### config.mk
export PLATFORM = sky130hd
export DESIGN_NAME = control_fsm
export DESIGN_NICKNAME = d
export VERILOG_FILES = /design/src/rtl/mips_ctrl_pkg.sv /design/src/rtl/control_fsm_outdec.sv /design/src/rtl/control_fsm.sv
export SDC_FILE = /design/constraint.sdc
export NUM_CORES = 1
export LEC_CHECK = 0
export ABC_AREA = 1
export BUFFER_PORTS_ARGS = -buffer_cell sky130_fd_sc_hd__buf_2
export CELL_PAD_IN_SITES_DETAIL_PLACEMENT = 0
export CELL_PAD_IN_SITES_GLOBAL_PLACEMENT = 2
export CORE_UTILIZATION = 19
export CTS_CLUSTER_DIAMETER = 80
export DETAILED_ROUTE_END_ITERATION = 16
export GPL_ROUTABILITY_DRIVEN = 0
export PLACE_DENSITY = 0.75
export SLEW_MARGIN = 25
export SYNTH_ARGS = -nofsm -noshare
export SYNTH_HDL_FRONTEND = slang
export SYNTH_SLANG_ARGS = --single-unit
### constraint.sdc
create_clock -name clk -period 1.5 [get_ports clk]
set_clock_uncertainty 0.15 [all_clocks]
set_input_delay 0.15 -clock clk [delete_from_list [all_inputs] [get_ports clk]]
set_output_delay 0.15 -clock clk [all_outputs]
set_load 0.005 [all_outputs]
### src/rtl/mips_ctrl_pkg.sv
// Shared encodings for the multi-cycle MIPS control FSM.
// Optional build macro CONTROL_FSM_JUMP_EN makes the j opcode legal.
package mips_ctrl_pkg;

   localparam logic [5:0] OP_RTYPE = 6'b000000;
   localparam logic [5:0] OP_LW    = 6'b100011;
   localparam logic [5:0] OP_SW    = 6'b101011;
   localparam logic [5:0] OP_ADDI  = 6'b001000;
   localparam logic [5:0] OP_BEQ   = 6'b000100;
   localparam logic [5:0] OP_J     = 6'b000010;

   typedef enum logic [3:0] {
      S_FETCH  = 4'd0,
      S_DECODE = 4'd1,
      S_MEMADR = 4'd2,
      S_MEMRD  = 4'd3,
      S_MEMWB  = 4'd4,
      S_MEMWR  = 4'd5,
      S_EXEC   = 4'd6,
      S_ALUWB  = 4'd7,
      S_ADDIWB = 4'd8,
      S_BRANCH = 4'd9,
      S_JUMP   = 4'd10
   } state_t;

   typedef enum logic [1:0] {
      ALUOP_ADD   = 2'b00,
      ALUOP_SUB   = 2'b01,
      ALUOP_FUNCT = 2'b10
   } aluop_t;

   typedef enum logic [1:0] {
      SRCB_REGB    = 2'b00,
      SRCB_FOUR    = 2'b01,
      SRCB_IMM     = 2'b10,
      SRCB_IMM_SH2 = 2'b11
   } srcb_t;

   typedef enum logic [1:0] {
      PCSRC_ALU    = 2'b00,
      PCSRC_ALUOUT = 2'b01,
      PCSRC_JUMP   = 2'b10
   } pcsrc_t;

   typedef struct packed {
      logic   pc_write;
      logic   pc_write_cond;
      logic   iord;
      logic   mem_read;
      logic   mem_write;
      logic   ir_write;
      logic   mem_to_reg;
      logic   reg_write;
      logic   reg_dst;
      logic   alu_src_a;
      srcb_t  alu_src_b;
      aluop_t alu_op;
      pcsrc_t pc_source;
      logic   done;
      logic   illegal;
   } ctrl_t;

   function automatic logic op_legal(input logic [5:0] op);
      logic ok;
      ok = (op == OP_RTYPE) || (op == OP_LW) || (op == OP_SW) ||
           (op == OP_ADDI) || (op == OP_BEQ);
`ifdef CONTROL_FSM_JUMP_EN
      ok = ok || (op == OP_J);
`endif
      return ok;
   endfunction

endpackage

### src/rtl/control_fsm_outdec.sv
// Combinational Moore decode: state + mem_ready -> datapath strobes.
// rst forces every strobe low regardless of state.
module control_fsm_outdec
   import mips_ctrl_pkg::*;
(
   input  state_t state,
   input  logic   mem_ready,
   input  logic   bad_op,
   input  logic   rst,
   output ctrl_t  ctrl
);

   always_comb begin
      ctrl = '0;
      unique case (state)
         S_FETCH: begin
            ctrl.mem_read  = 1'b1;
            ctrl.alu_src_b = SRCB_FOUR;
            ctrl.ir_write  = mem_ready;
            ctrl.pc_write  = mem_ready;
         end
         S_DECODE: begin
            ctrl.alu_src_b = SRCB_IMM_SH2;
            ctrl.illegal   = bad_op;
            ctrl.done      = bad_op;
         end
         S_MEMADR: begin
            ctrl.alu_src_a = 1'b1;
            ctrl.alu_src_b = SRCB_IMM;
         end
         S_MEMRD: begin
            ctrl.mem_read = 1'b1;
            ctrl.iord     = 1'b1;
         end
         S_MEMWB: begin
            ctrl.mem_to_reg = 1'b1;
            ctrl.reg_write  = 1'b1;
            ctrl.done       = 1'b1;
         end
         S_MEMWR: begin
            ctrl.mem_write = 1'b1;
            ctrl.iord      = 1'b1;
            ctrl.done      = mem_ready;
         end
         S_EXEC: begin
            ctrl.alu_src_a = 1'b1;
            ctrl.alu_op    = ALUOP_FUNCT;
         end
         S_ALUWB: begin
            ctrl.reg_dst   = 1'b1;
            ctrl.reg_write = 1'b1;
            ctrl.done      = 1'b1;
         end
         S_ADDIWB: begin
            ctrl.reg_write = 1'b1;
            ctrl.done      = 1'b1;
         end
         S_BRANCH: begin
            ctrl.alu_src_a     = 1'b1;
            ctrl.alu_op        = ALUOP_SUB;
            ctrl.pc_write_cond = 1'b1;
            ctrl.pc_source     = PCSRC_ALUOUT;
            ctrl.done          = 1'b1;
         end
         S_JUMP: begin
            ctrl.pc_write  = 1'b1;
            ctrl.pc_source = PCSRC_JUMP;
            ctrl.done      = 1'b1;
         end
         default: ctrl = '0;
      endcase
      if (rst) ctrl = '0;
   end

endmodule

### src/rtl/control_fsm.sv
// Multi-cycle MIPS control FSM: state register and next-state logic.
// Build with CONTROL_FSM_JUMP_EN to add the j instruction (JUMP state).
module control_fsm
   import mips_ctrl_pkg::*;
#(
   parameter int HANDSHAKE = 1
) (
   input  logic       clk,
   input  logic       rst,
   input  logic [5:0] opcode,
   input  logic       mem_ready,
   output logic       PCWrite,
   output logic       PCWriteCond,
   output logic       IorD,
   output logic       MemRead,
   output logic       MemWrite,
   output logic       IRWrite,
   output logic       MemtoReg,
   output logic       RegWrite,
   output logic       RegDst,
   output logic       ALUSrcA,
   output logic [1:0] ALUSrcB,
   output logic [1:0] ALUOp,
   output logic [1:0] PCSource,
   output logic [3:0] state,
   output logic       done,
   output logic       illegal
);

   state_t cur, nxt;
   ctrl_t  ctrl;
   logic   mr;
   logic   bad_op;

   // Without the handshake every memory access completes in one cycle.
   assign mr     = (HANDSHAKE != 0) ? mem_ready : 1'b1;
   assign bad_op = !op_legal(opcode);

   always_comb begin
      nxt = cur;
      unique case (cur)
         S_FETCH:  if (mr) nxt = S_DECODE;
         S_DECODE: begin
            if (bad_op)                                  nxt = S_FETCH;
            else if (opcode == OP_RTYPE)                 nxt = S_EXEC;
            else if (opcode == OP_BEQ)                   nxt = S_BRANCH;
            else if (opcode == OP_J)                     nxt = S_JUMP;
            else                                         nxt = S_MEMADR;
         end
         S_MEMADR: begin
            if (opcode == OP_LW)      nxt = S_MEMRD;
            else if (opcode == OP_SW) nxt = S_MEMWR;
            else                      nxt = S_ADDIWB;
         end
         S_MEMRD:  if (mr) nxt = S_MEMWB;
         S_MEMWR:  if (mr) nxt = S_FETCH;
         S_EXEC:   nxt = S_ALUWB;
         S_MEMWB, S_ALUWB, S_ADDIWB, S_BRANCH, S_JUMP: nxt = S_FETCH;
         default:  nxt = S_FETCH;
      endcase
   end

   always_ff @(posedge clk) begin
      if (rst) cur <= S_FETCH;
      else     cur <= nxt;
   end

   control_fsm_outdec u_outdec (
      .state     (cur),
      .mem_ready (mr),
      .bad_op    (bad_op),
      .rst       (rst),
      .ctrl      (ctrl)
   );

   assign PCWrite     = ctrl.pc_write;
   assign PCWriteCond = ctrl.pc_write_cond;
   assign IorD        = ctrl.iord;
   assign MemRead     = ctrl.mem_read;
   assign MemWrite    = ctrl.mem_write;
   assign IRWrite     = ctrl.ir_write;
   assign MemtoReg    = ctrl.mem_to_reg;
   assign RegWrite    = ctrl.reg_write;
   assign RegDst      = ctrl.reg_dst;
   assign ALUSrcA     = ctrl.alu_src_a;
   assign ALUSrcB     = ctrl.alu_src_b;
   assign ALUOp       = ctrl.alu_op;
   assign PCSource    = ctrl.pc_source;
   assign done        = ctrl.done;
   assign illegal     = ctrl.illegal;
   assign state       = rst ? 4'd0 : cur;

endmodule

==> results of run 1 <==
cells in the mapped netlist, drive strengths merged:
| cell type | count | area (sq um) |
|---|---|---|
| nand3b | 2 | 15.0 |
| a31oi | 1 | 6.26 |
| inv | 16 | 60.1 |
| nor2 | 38 | 165 |
| buf | 3 | 16.3 |
| nand4 | 2 | 12.5 |
| nor3 | 4 | 20.0 |
| a21oi | 3 | 15.0 |
| dfxtp | 4 | 80.1 |
| nand3 | 10 | 55.1 |
| nand2 | 34 | 145 |
| o21ai | 3 | 18.8 |
layout make-up:
cell class / instances / area [sq um]
clock buffer: 3 / 22.5
fill: 363 / 2050
inverter: 16 / 67.6
multi-input combinational: 97 / 529
sequential: 4 / 92.6
tap: 44 / 55.1
timing repair buffer: 41 / 233
path summary, 6_finish.rpt:
path / to
setup / recovery: done
hold / removal: cur[3]$_SDFFE_PP0P_
setup reg to reg: cur[2]$_SDFFE_PP0P_
hold reg to reg: cur[0]$_SDFFE_PP0P_
cells in the final DEF (no fill, tap or decap), types with 3 or more instances in the layout:
cell type and n:
buf_2 30, buf_4 11, clkbuf_4 3, dfxtp_4 3
inv_1 11, inv_4 3, nand2_1 26, nand2_2 5
nand3_1 9, nor2_1 28, nor2_2 3, nor2_4 7
nor3_1 3
power by group through the flow:
stage / combinational [mW] / clock (mW) / sequential, mW
3_5_place_dp: 0.155 / 0 / 0.121
6_report: 0.194 / 0.133 / 0.124
3_3_place_gp: 0.155 / 0 / 0.121
5_1_grt: 0.218 / 0.138 / 0.125
4_1_cts: 0.162 / 0.136 / 0.120
2_1_floorplan: 0.0994 / 0 / 0.120
per-stage QoR:
stage / hold slack [ns] / instances / utilization / power, mW
2_1_floorplan: 0.184 / 120 / - / 0.219
3_3_place_gp: 0.339 / 195 / 0.271 / 0.276
3_5_place_dp: 0.337 / 195 / 0.271 / 0.276
4_1_cts: 0.0957 / 200 / 0.289 / 0.418
5_1_grt: 0.134 / 205 / 0.327 / 0.481
6_report: 0.116 / 205 / 0.327 / 0.451
routing by layer:
metal | part of all wire | GRT usage
met2 | 0.52 | 0.223
met1 | 0.43 | 0.134
met5 | 0 | 0
met3 | 0.042 | 0.00220
met4 | 0.0066 | 0.0510
logic make-up (layout without fill, tap and decap cells):
family | count (synthesis) | in the layout | share of synthesized area
AO/OA/AOI/OAI | 7 | 7 | 0.0657
buffers and inverters | 19 | 60 | 0.125
flip-flops | 4 | 4 | 0.131
AND/OR/NAND/NOR | 90 | 90 | 0.678
timing repair:
action	4_1_cts	5_1_grt
pin swaps	5	5
endpoints found under the setup margin	16	14
resized for setup	10	22
buffers inserted	2	5
==> flow_summary.toml, run 1 <==
[min_path]
hp-class = "input port to flip-flop"
min-delay-start = "rst"
hold_depth = 2

[global_routing]
grt_max_degree = 13
grt_overflow = 0
grt_usage = 0.116
antenna_found_initial = 0
grt_pass1_vias = 761
grt_pass1_wl_um = 3130

[setup_path]
cp.arrival_ns = 1.29
cp-start-kind = "flip-flop"
cp.depth = 8
reg2reg_from = "cur[0]$_SDFFE_PP0P_"
reg2reg_slack_ns = 0.16
critical_path.max_fanout = 5
cp-startpoint = "cur[1]$_SDFFE_PP0P_"
slowest_delay_ns = 0.37
crit_chain = "inv_4 -> nand2_4 -> nor2_4 -> inv_2 -> nor2_2 -> nand2_2 -> o21ai_2 -> buf_2"
reg2reg_depth = 8
critical_path_class = "flip-flop to output port"
cp-end-kind = "output port"
crit_buf_inv = 3
cpMaxStageDelayCell = "dfxtp_4"
crit_family = "flip-flops"
cp.required_ns = 1.20

[routing]
route.detailed.drc = 0
via_per_inst = 4.32
route.vias.total = 886
drt-wirelength-per-cell_um = 9.67
ant_nets = 0
wl_um = 1980
dr.pass1.iters = 5
drt_iter0_markers = 27

[sta]
hold_violations = 0
setup_violations = 10
min_period_ns = 1.59
finalSetupTns_ns = -0.397
fin_ws_ns = -0.0918
rsz0062_at_grt = "true"
tightest_slew_ns = 0.286
max-slew-margin-rel = 0.809
min_period_over_period = 1.06
drv_slew = 0
max_freq_ghz = 0.628

[cts]
root_buffer = "clkbuf_4"
clk_path_buf_depth = 2
tritoncts.num_buffers = 3
cts_hold_buffers = 0
cts_tree = "done"
clock_latency_ns = 0.24
clkTransAtPathRegs_ns = 0.04
cts_sinks = 4
htree_num_levels = 1

[floorplan]
start_util = 0.200
dieArea_sq_um = 3440
die_w_um = 58.6
num_io_pins = 31
core-area_sq_um = 3050
rows = 20
die_y_um = 58.6

[finish]
reg_top3 = "cur (4)"
nets = 172
fin_area_sq_um = 1000
drive_above_1_share = 0.472
largest_register = "cur"
largest_reg_flops = 4
area_growth_syn_to_layout_pct = 64.1
n_antenna_cell = 0

[yosys]
ys_ff_latch = 4
synth_seq_area_share = 0.131
synth_nets = 129
ys_types = 21
synth_warnings = 0
netlist_instances = 120
syn_avg_cell_area_sq_um = 5.08
synth_area_sq_um = 609

[outcome]
status = "complete, but fails checks"
violations = "negative setup slack"

[power_and_ir_drop]
ir_drop_v = 0.000127
swShare = 0.371
power_frac_seq = 0.275
clkPwrFrac = 0.294
p_comb_frac = 0.431
switchingPower_uw = 167
p_per_area_nw_per_um2 = 451
leakage_nw = 0.528
intPower_uw = 283

[run]
max_cap_violations = 0

[placement]
placed_cell_area_sq_um = 828
numPortBuffers = 30
hpwl_um = 1610
dp_slack_ns = 0.0407
(Power assumes the default switching activity.)
==> run 2, diff against run 1 <==
--- a/config.mk
+++ b/config.mk
@@ -5,11 +5,10 @@
 export SDC_FILE = /design/constraint.sdc
 export NUM_CORES = 1
 export LEC_CHECK = 0
-export ABC_AREA = 1
 export BUFFER_PORTS_ARGS = -buffer_cell sky130_fd_sc_hd__buf_2
 export CELL_PAD_IN_SITES_DETAIL_PLACEMENT = 0
 export CELL_PAD_IN_SITES_GLOBAL_PLACEMENT = 2
-export CORE_UTILIZATION = 19
+export CORE_UTILIZATION = 21
 export CTS_CLUSTER_DIAMETER = 80
 export DETAILED_ROUTE_END_ITERATION = 16
 export GPL_ROUTABILITY_DRIVEN = 0
==> run 2 against run 1 <==
Effect of this change:
- non-clock buffer count is 35 higher
- routed wire length grew 38%
- the flow still finishes with violations (negative setup slack)
- largest power group unchanged
- via count is 12% higher
- sequential share of layout area fell by 2.6 points
==> flow_summary.toml, run 2 <==
[setup_path]
slowest_delay_ns = 0.36
cp.required_ns = 1.20
crit_chain = "inv_2 -> nand2_2 -> nor4bb_4 -> or2_4 -> buf_6"
cp.arrival_ns = 1.42
cp-end-kind = "output port"
cp-start-kind = "flip-flop"
critical_path.max_fanout = 6
cpMaxStageDelayCell = "dfxtp_4"
reg2reg_depth = 5
critical_path_class = "flip-flop to output port"

[cts]
htree_num_levels = 1
cts_hold_buffers = 0
clk_path_buf_depth = 2
tritoncts.num_buffers = 3
cts_sinks = 4
clkTransAtPathRegs_ns = 0.04
cts_tree = "done"
clock_latency_ns = 0.24
root_buffer = "clkbuf_4"

[min_path]
hold_depth = 4
hp-class = "input port to flip-flop"

[floorplan]
die_w_um = 55.1
start_util = 0.231
die_y_um = 55.1
rows = 18
num_io_pins = 31
core-area_sq_um = 2570
dieArea_sq_um = 3040

[routing]
route.detailed.drc = 0
ant_nets = 0
route.vias.total = 988
drt_iter0_markers = 11
drt-wirelength-per-cell_um = 14.4
wl_um = 2740
dr.pass1.iters = 4
via_per_inst = 5.20

[sta]
rsz0062_at_grt = "true"
fin_ws_ns = -0.216
drv_slew = 0
min_period_over_period = 1.14
max_freq_ghz = 0.583
min_period_ns = 1.72
setup_violations = 18
tightest_slew_ns = 0.374
hold_violations = 0
max-slew-margin-rel = 0.748

[run]
max_cap_violations = 0

[finish]
num-fill-cells = 234
reg_top3 = "cur (4)"
seq_area_sq_um = 95.1
final_cell_mix = "buf_4 (34), buf_2 (25), buf_6 (17), nor2_1 (7), a21oi_1 (5)"
multi_input_comb_area_sq_um = 697
drive_above_1_share = 0.756
n_antenna_cell = 0
final_cells = 190
nets = 171
area_growth_syn_to_layout_pct = 141
largest_register = "cur"
largest_reg_flops = 4
final_common_cell = "buf_4"

[global_routing]
antenna_found_initial = 0
grt_overflow = 0
grt_max_degree = 13
grt-busiest-layer = "met2"
gr-usage-met3 = 0.0109
grtUsageMet2 = 0.321
grt_pass1_wl_um = 3880
grt_usage = 0.181
grt_pass1_vias = 882
met1_usage = 0.223

[yosys]
synth_top_cell_by_area = "dfxtp_1"
synth_simple_gate_area_frac = 0.470
synth_nets = 100
synth_warnings = 0
synth_seq_area_share = 0.135
ys_ff_latch = 4
synth_area_sq_um = 593
ys_types = 36
netlist_instances = 91
synth_compound_area_frac = 0.274
synth_flop_cell = "dfxtp_1"
synth_top_family_by_area = "simple AND/OR/NAND/NOR gates"
yosysMostFrequentCell = "nor2_1"
muxShareOfSynthArea = 0.0190
synth_top_area_share = 0.135
synth_area_leaders = "dfxtp_1 (14%), nor2_1 (8.9%), nor3_1 (6.8%)"
yosys-top-cells-count = "nor2_1 (14), nor3_1 (8), a21oi_1 (7)"
synth-async-reset-ratio = 0
synth-adder-area-share = 0
syn_avg_cell_area_sq_um = 6.52
synth_xor_area_frac = 0.0148
synth_edf_count = 0

[outcome]
status = "complete, but fails checks"
violations = "negative setup slack"

[power_and_ir_drop]
leakage_nw = 0.694
p_per_area_nw_per_um2 = 345
ir_drop_v = 0.000291

[placement]
numPortBuffers = 30
dp.cells = 178
dp_slack_ns = -0.177
hpwl_um = 1800
## run 2: per-stage QoR
stage,util,power [mW],hold WS [ns],area [sq um],TNS [ns]
3_3_place_gp,0.400,0.269,0.370,1030,-0.846
4_1_cts,0.494,0.452,0.169,1270,-1.74
6_report,0.558,0.494,0.201,1430,-1.85
5_1_grt,0.558,0.521,0.207,1430,-3.15
3_5_place_dp,0.400,0.271,0.370,1030,-0.893
2_1_floorplan,-,0.179,0.203,607,-0.000964
## run 2: power breakdown
part	internal, mW	total (mW)	switching, mW
sequential	0.104	0.112	0.00749
combinational	0.139	0.242	0.103
clock	0.0899	0.140	0.0502
## run 2: cells by family after synthesis
group | after synthesis
buf+inv | 12
compound gates | 24
flops | 4
xor+xnor | 1
mux | 1
simple gates | 49
## run 2: final cells by class
cell class / count / area share
Inverter: 2 / 0.00524
Clock buffer: 3 / 0.0157
Tap cell: 30 / 0.0262
Multi-Input combinational cell: 75 / 0.487
Timing Repair Buffer: 76 / 0.399
Sequential cell: 4 / 0.0664
## run 2: worst max-delay path, delay by kind of cell (launching register included)
kind	cells	cell delay [ns]
AND/OR/NAND/NOR	3	0.62
flip-flops	1	0.36
buffers and inverters	2	0.20
## run 2: worst paths after layout
path,startpoint,to,slack (ns)
worst min-delay path,opcode[2],cur[3]$_SDFFE_PP0P_,0.20
worst max-delay path,cur[2]$_SDFFE_PP0P_,done,-0.22
worst max register to register,cur[0]$_SDFFE_PP0P_,cur[0]$_SDFFE_PP0P_,-0.17
worst min register to register,cur[3]$_SDFFE_PP0P_,cur[0]$_SDFFE_PP0P_,0.54
## run 2: timing repair
item / CTS / global route
hold endpoints to repair: 0 / 0
setup endpoints to repair: 21 / 21
pin swaps: 14 / 17
gates resized for setup: 47 / 28
buffers inserted: 4 / 5
## run 2: layer usage
layer | part of all wire | vias to the layer above
met1 | 0.41 | 473
met3 | 0.048 | 6
met4 | 0.027 | 0
li1 | - | 471
met5 | 0 | -
met2 | 0.52 | 38
==> run 3, diff against run 2 <==
--- a/config.mk
+++ b/config.mk
@@ -8,12 +8,14 @@
 export BUFFER_PORTS_ARGS = -buffer_cell sky130_fd_sc_hd__buf_2
 export CELL_PAD_IN_SITES_DETAIL_PLACEMENT = 0
 export CELL_PAD_IN_SITES_GLOBAL_PLACEMENT = 2
-export CORE_UTILIZATION = 21
+export CORE_UTILIZATION = 22
 export CTS_CLUSTER_DIAMETER = 80
 export DETAILED_ROUTE_END_ITERATION = 16
 export GPL_ROUTABILITY_DRIVEN = 0
-export PLACE_DENSITY = 0.75
+export HOLD_SLACK_MARGIN = 0.03
+export PLACE_DENSITY = 0.77
 export SLEW_MARGIN = 25
 export SYNTH_ARGS = -nofsm -noshare
 export SYNTH_HDL_FRONTEND = slang
+export SYNTH_HIERARCHICAL = 1
 export SYNTH_SLANG_ARGS = --single-unit
==> run 3 against run 2 <==
Effect of this change:
- the flow still finishes with violations (negative setup slack)
- critical path depth shrank 1
- highest routed layer is now met3
- critical path type unchanged
- routed wire length decreased by 18%
- sequential power about the same
- global-route usage decreased by 3.9 points
- flip-flop and latch count did not move
==> flow_summary.toml, run 3 <==
[finish]
largest_register = "cur"
multi_input_comb_area_sq_um = 586
nets = 147
seq_area_sq_um = 87.6
post-route-util = 0.440
final_cell_mix = "buf_2 (28), buf_4 (19), nor2_1 (11), buf_6 (6), nor2b_1 (5)"
num-fill-cells = 276
drive_above_1_share = 0.647
reg_top3 = "cur (4)"
area_growth_syn_to_layout_pct = 86.0
final_common_cell = "buf_2"
fin_area_sq_um = 1110
largest_reg_flops = 4
n_antenna_cell = 0
final_cells = 166

[yosys]
yosys-top-cells-count = "nor2_1 (14), nor2b_1 (7), a21oi_1 (6)"
synth_warnings = 6
synth_nets = 96
ys_types = 35
yosysMostFrequentCell = "nor2_1"
netlist_instances = 87
synth_seq_area_share = 0.134
synth-async-reset-ratio = 0
synth_area_sq_um = 597
synth_flop_cell = "dfxtp_1"
synth_edf_count = 0
synth_area_leaders = "dfxtp_1 (13%), nor2_1 (8.8%), nor2b_1 (7.3%)"
synth_top_cell_by_area = "dfxtp_1"
synth_top_area_share = 0.134
ys_ff_latch = 4
syn_avg_cell_area_sq_um = 6.86

[floorplan]
rows = 18
dieArea_sq_um = 2930
die_w_um = 54.1
core-area_sq_um = 2520
start_util = 0.237
num_io_pins = 31
die_y_um = 54.1

[placement]
numPortBuffers = 30
placed_cell_area_sq_um = 860
hpwl_um = 1490
dp_slack_ns = -0.172
dp.cells = 154

[setup_path]
crit_buf_inv = 1
cpMaxStageDelayCell = "or3_4"
slowest_delay_ns = 0.39
crit_chain = "or3_4 -> nor4b_4 -> or2_1 -> buf_2"
critical_path.max_fanout = 2
cp.arrival_ns = 1.38
critical_path_class = "flip-flop to output port"
cp.required_ns = 1.20
cp-start-kind = "flip-flop"
cp-end-kind = "output port"
reg2reg_slack_ns = 0.01
crit_family = "simple AND/OR/NAND/NOR gates"

[outcome]
status = "complete, but fails checks"
violations = "negative setup slack"

[cts]
tritoncts.num_buffers = 3
clkTransAtPathRegs_ns = 0.04
cts_hold_buffers = 0
htree_num_levels = 1
clock_latency_ns = 0.23
root_buffer = "clkbuf_4"
cts_sinks = 4
cts_tree = "done"
clk_path_buf_depth = 2

[global_routing]
grt_pass1_vias = 678
grt_overflow = 0
grt_usage = 0.142
grt_pass1_wl_um = 3070
grt_max_degree = 17
antenna_found_initial = 0

[sta]
drv_slew = 0
tightest_slew_ns = 0.368
rsz0062_at_grt = "true"
min_period_over_period = 1.12
fin_ws_ns = -0.184
min_period_ns = 1.68
hold_violations = 0
max-slew-margin-rel = 0.754
setup_violations = 9
max_freq_ghz = 0.594

[power_and_ir_drop]
leakage_nw = 0.525
ir_drop_v = 0.000178
total_power_uw = 392
p_per_area_nw_per_um2 = 353

[routing]
drt-wirelength-per-cell_um = 13.6
wl_um = 2260
ant_nets = 0
route.detailed.drc = 0
drt_iter0_markers = 12
route.vias.total = 830
dr.pass1.iters = 4
via_per_inst = 5.00

[run]
max_cap_violations = 0

[min_path]
hp-class = "input port to flip-flop"
-- run 3: changes by cell type in the layout (fill, tap and decap cells not counted), sizes merged, moves of 2 or more --
cell,before,now
nor4b,0,2
nor3,8,4
o21ai,4,2
buf,76,54
nor2b,4,7
-- run 3: path summary, 6_finish.rpt --
path                            cells past startpoint                 from                   to
worst min-delay path                                3                  rst  cur[3]$_SDFFE_PP0P_
worst max register to register                      6  cur[2]$_SDFFE_PP0P_  cur[2]$_SDFFE_PP0P_
worst max-delay path                                4  cur[3]$_SDFFE_PP0P_              PCWrite
worst min register to register                      2  cur[3]$_SDFFE_PP0P_  cur[3]$_SDFFE_PP0P_
-- run 3: area by class of cell --
| type | count | area share |
|---|---|---|
| Multi-Input combinational cell | 72 | 0.528 |
| Inverter | 3 | 0.0101 |
| Clock buffer | 3 | 0.0203 |
| Timing Repair Buffer | 54 | 0.329 |
| Sequential cell | 4 | 0.0789 |
| Tap cell | 30 | 0.0338 |
-- run 3: per-stage QoR --
stage,setup TNS [ns],hold WS (ns)
2_1_floorplan,0,0.0614
3_3_place_gp,-0.336,0.386
3_5_place_dp,-0.367,0.395
4_1_cts,-1.37,0.165
5_1_grt,-1.78,0.200
6_report,-0.916,0.184
-- run 3: per-layer routing --
metal	track usage	up-vias	routed length, um
met2	0.251	29	1160
met5	0	-	0
met1	0.181	387	984
li1	-	414	-
met3	0.0113	0	110
met4	0.0385	0	0
-- run 3: kinds of logic (layout without fill, tap and decap cells) --
logic type | after synthesis | after routing | synth area share
compound gates | 21 | 21 | 0.254
xor+xnor | 2 | 2 | 0.0294
buf+inv | 11 | 60 | 0.0922
flops | 4 | 4 | 0.134
simple gates | 49 | 49 | 0.491
-- run 3: repair_timing --
action                                 CTS  global route
setup endpoints to repair               17            19
endpoints found under the hold margin    0             0
gates resized for setup                 15            26
pin swaps                                4            12
buffers inserted                         0            10
-- run 3: report_power, final --
group / leakage, nW / switching, mW / total (mW) / internal (mW)
clock network: 0.0138 / 0.0430 / 0.132 / 0.0894
registers: 0.0346 / 0.00359 / 0.111 / 0.108
logic: 0.476 / 0.0752 / 0.148 / 0.0729
total: 0.525 / 0.122 / 0.392 / 0.270
-- run 3: worst reg2reg max path, stage by stage, from the launching register on --
cell,delay [ns]
dfxtp_2,0.32
buf_8,0.13
buf_6,0.13
buf_4,0.16
a31oi_4,0.15
o21ai_1,0.07
a32o_1,0.26
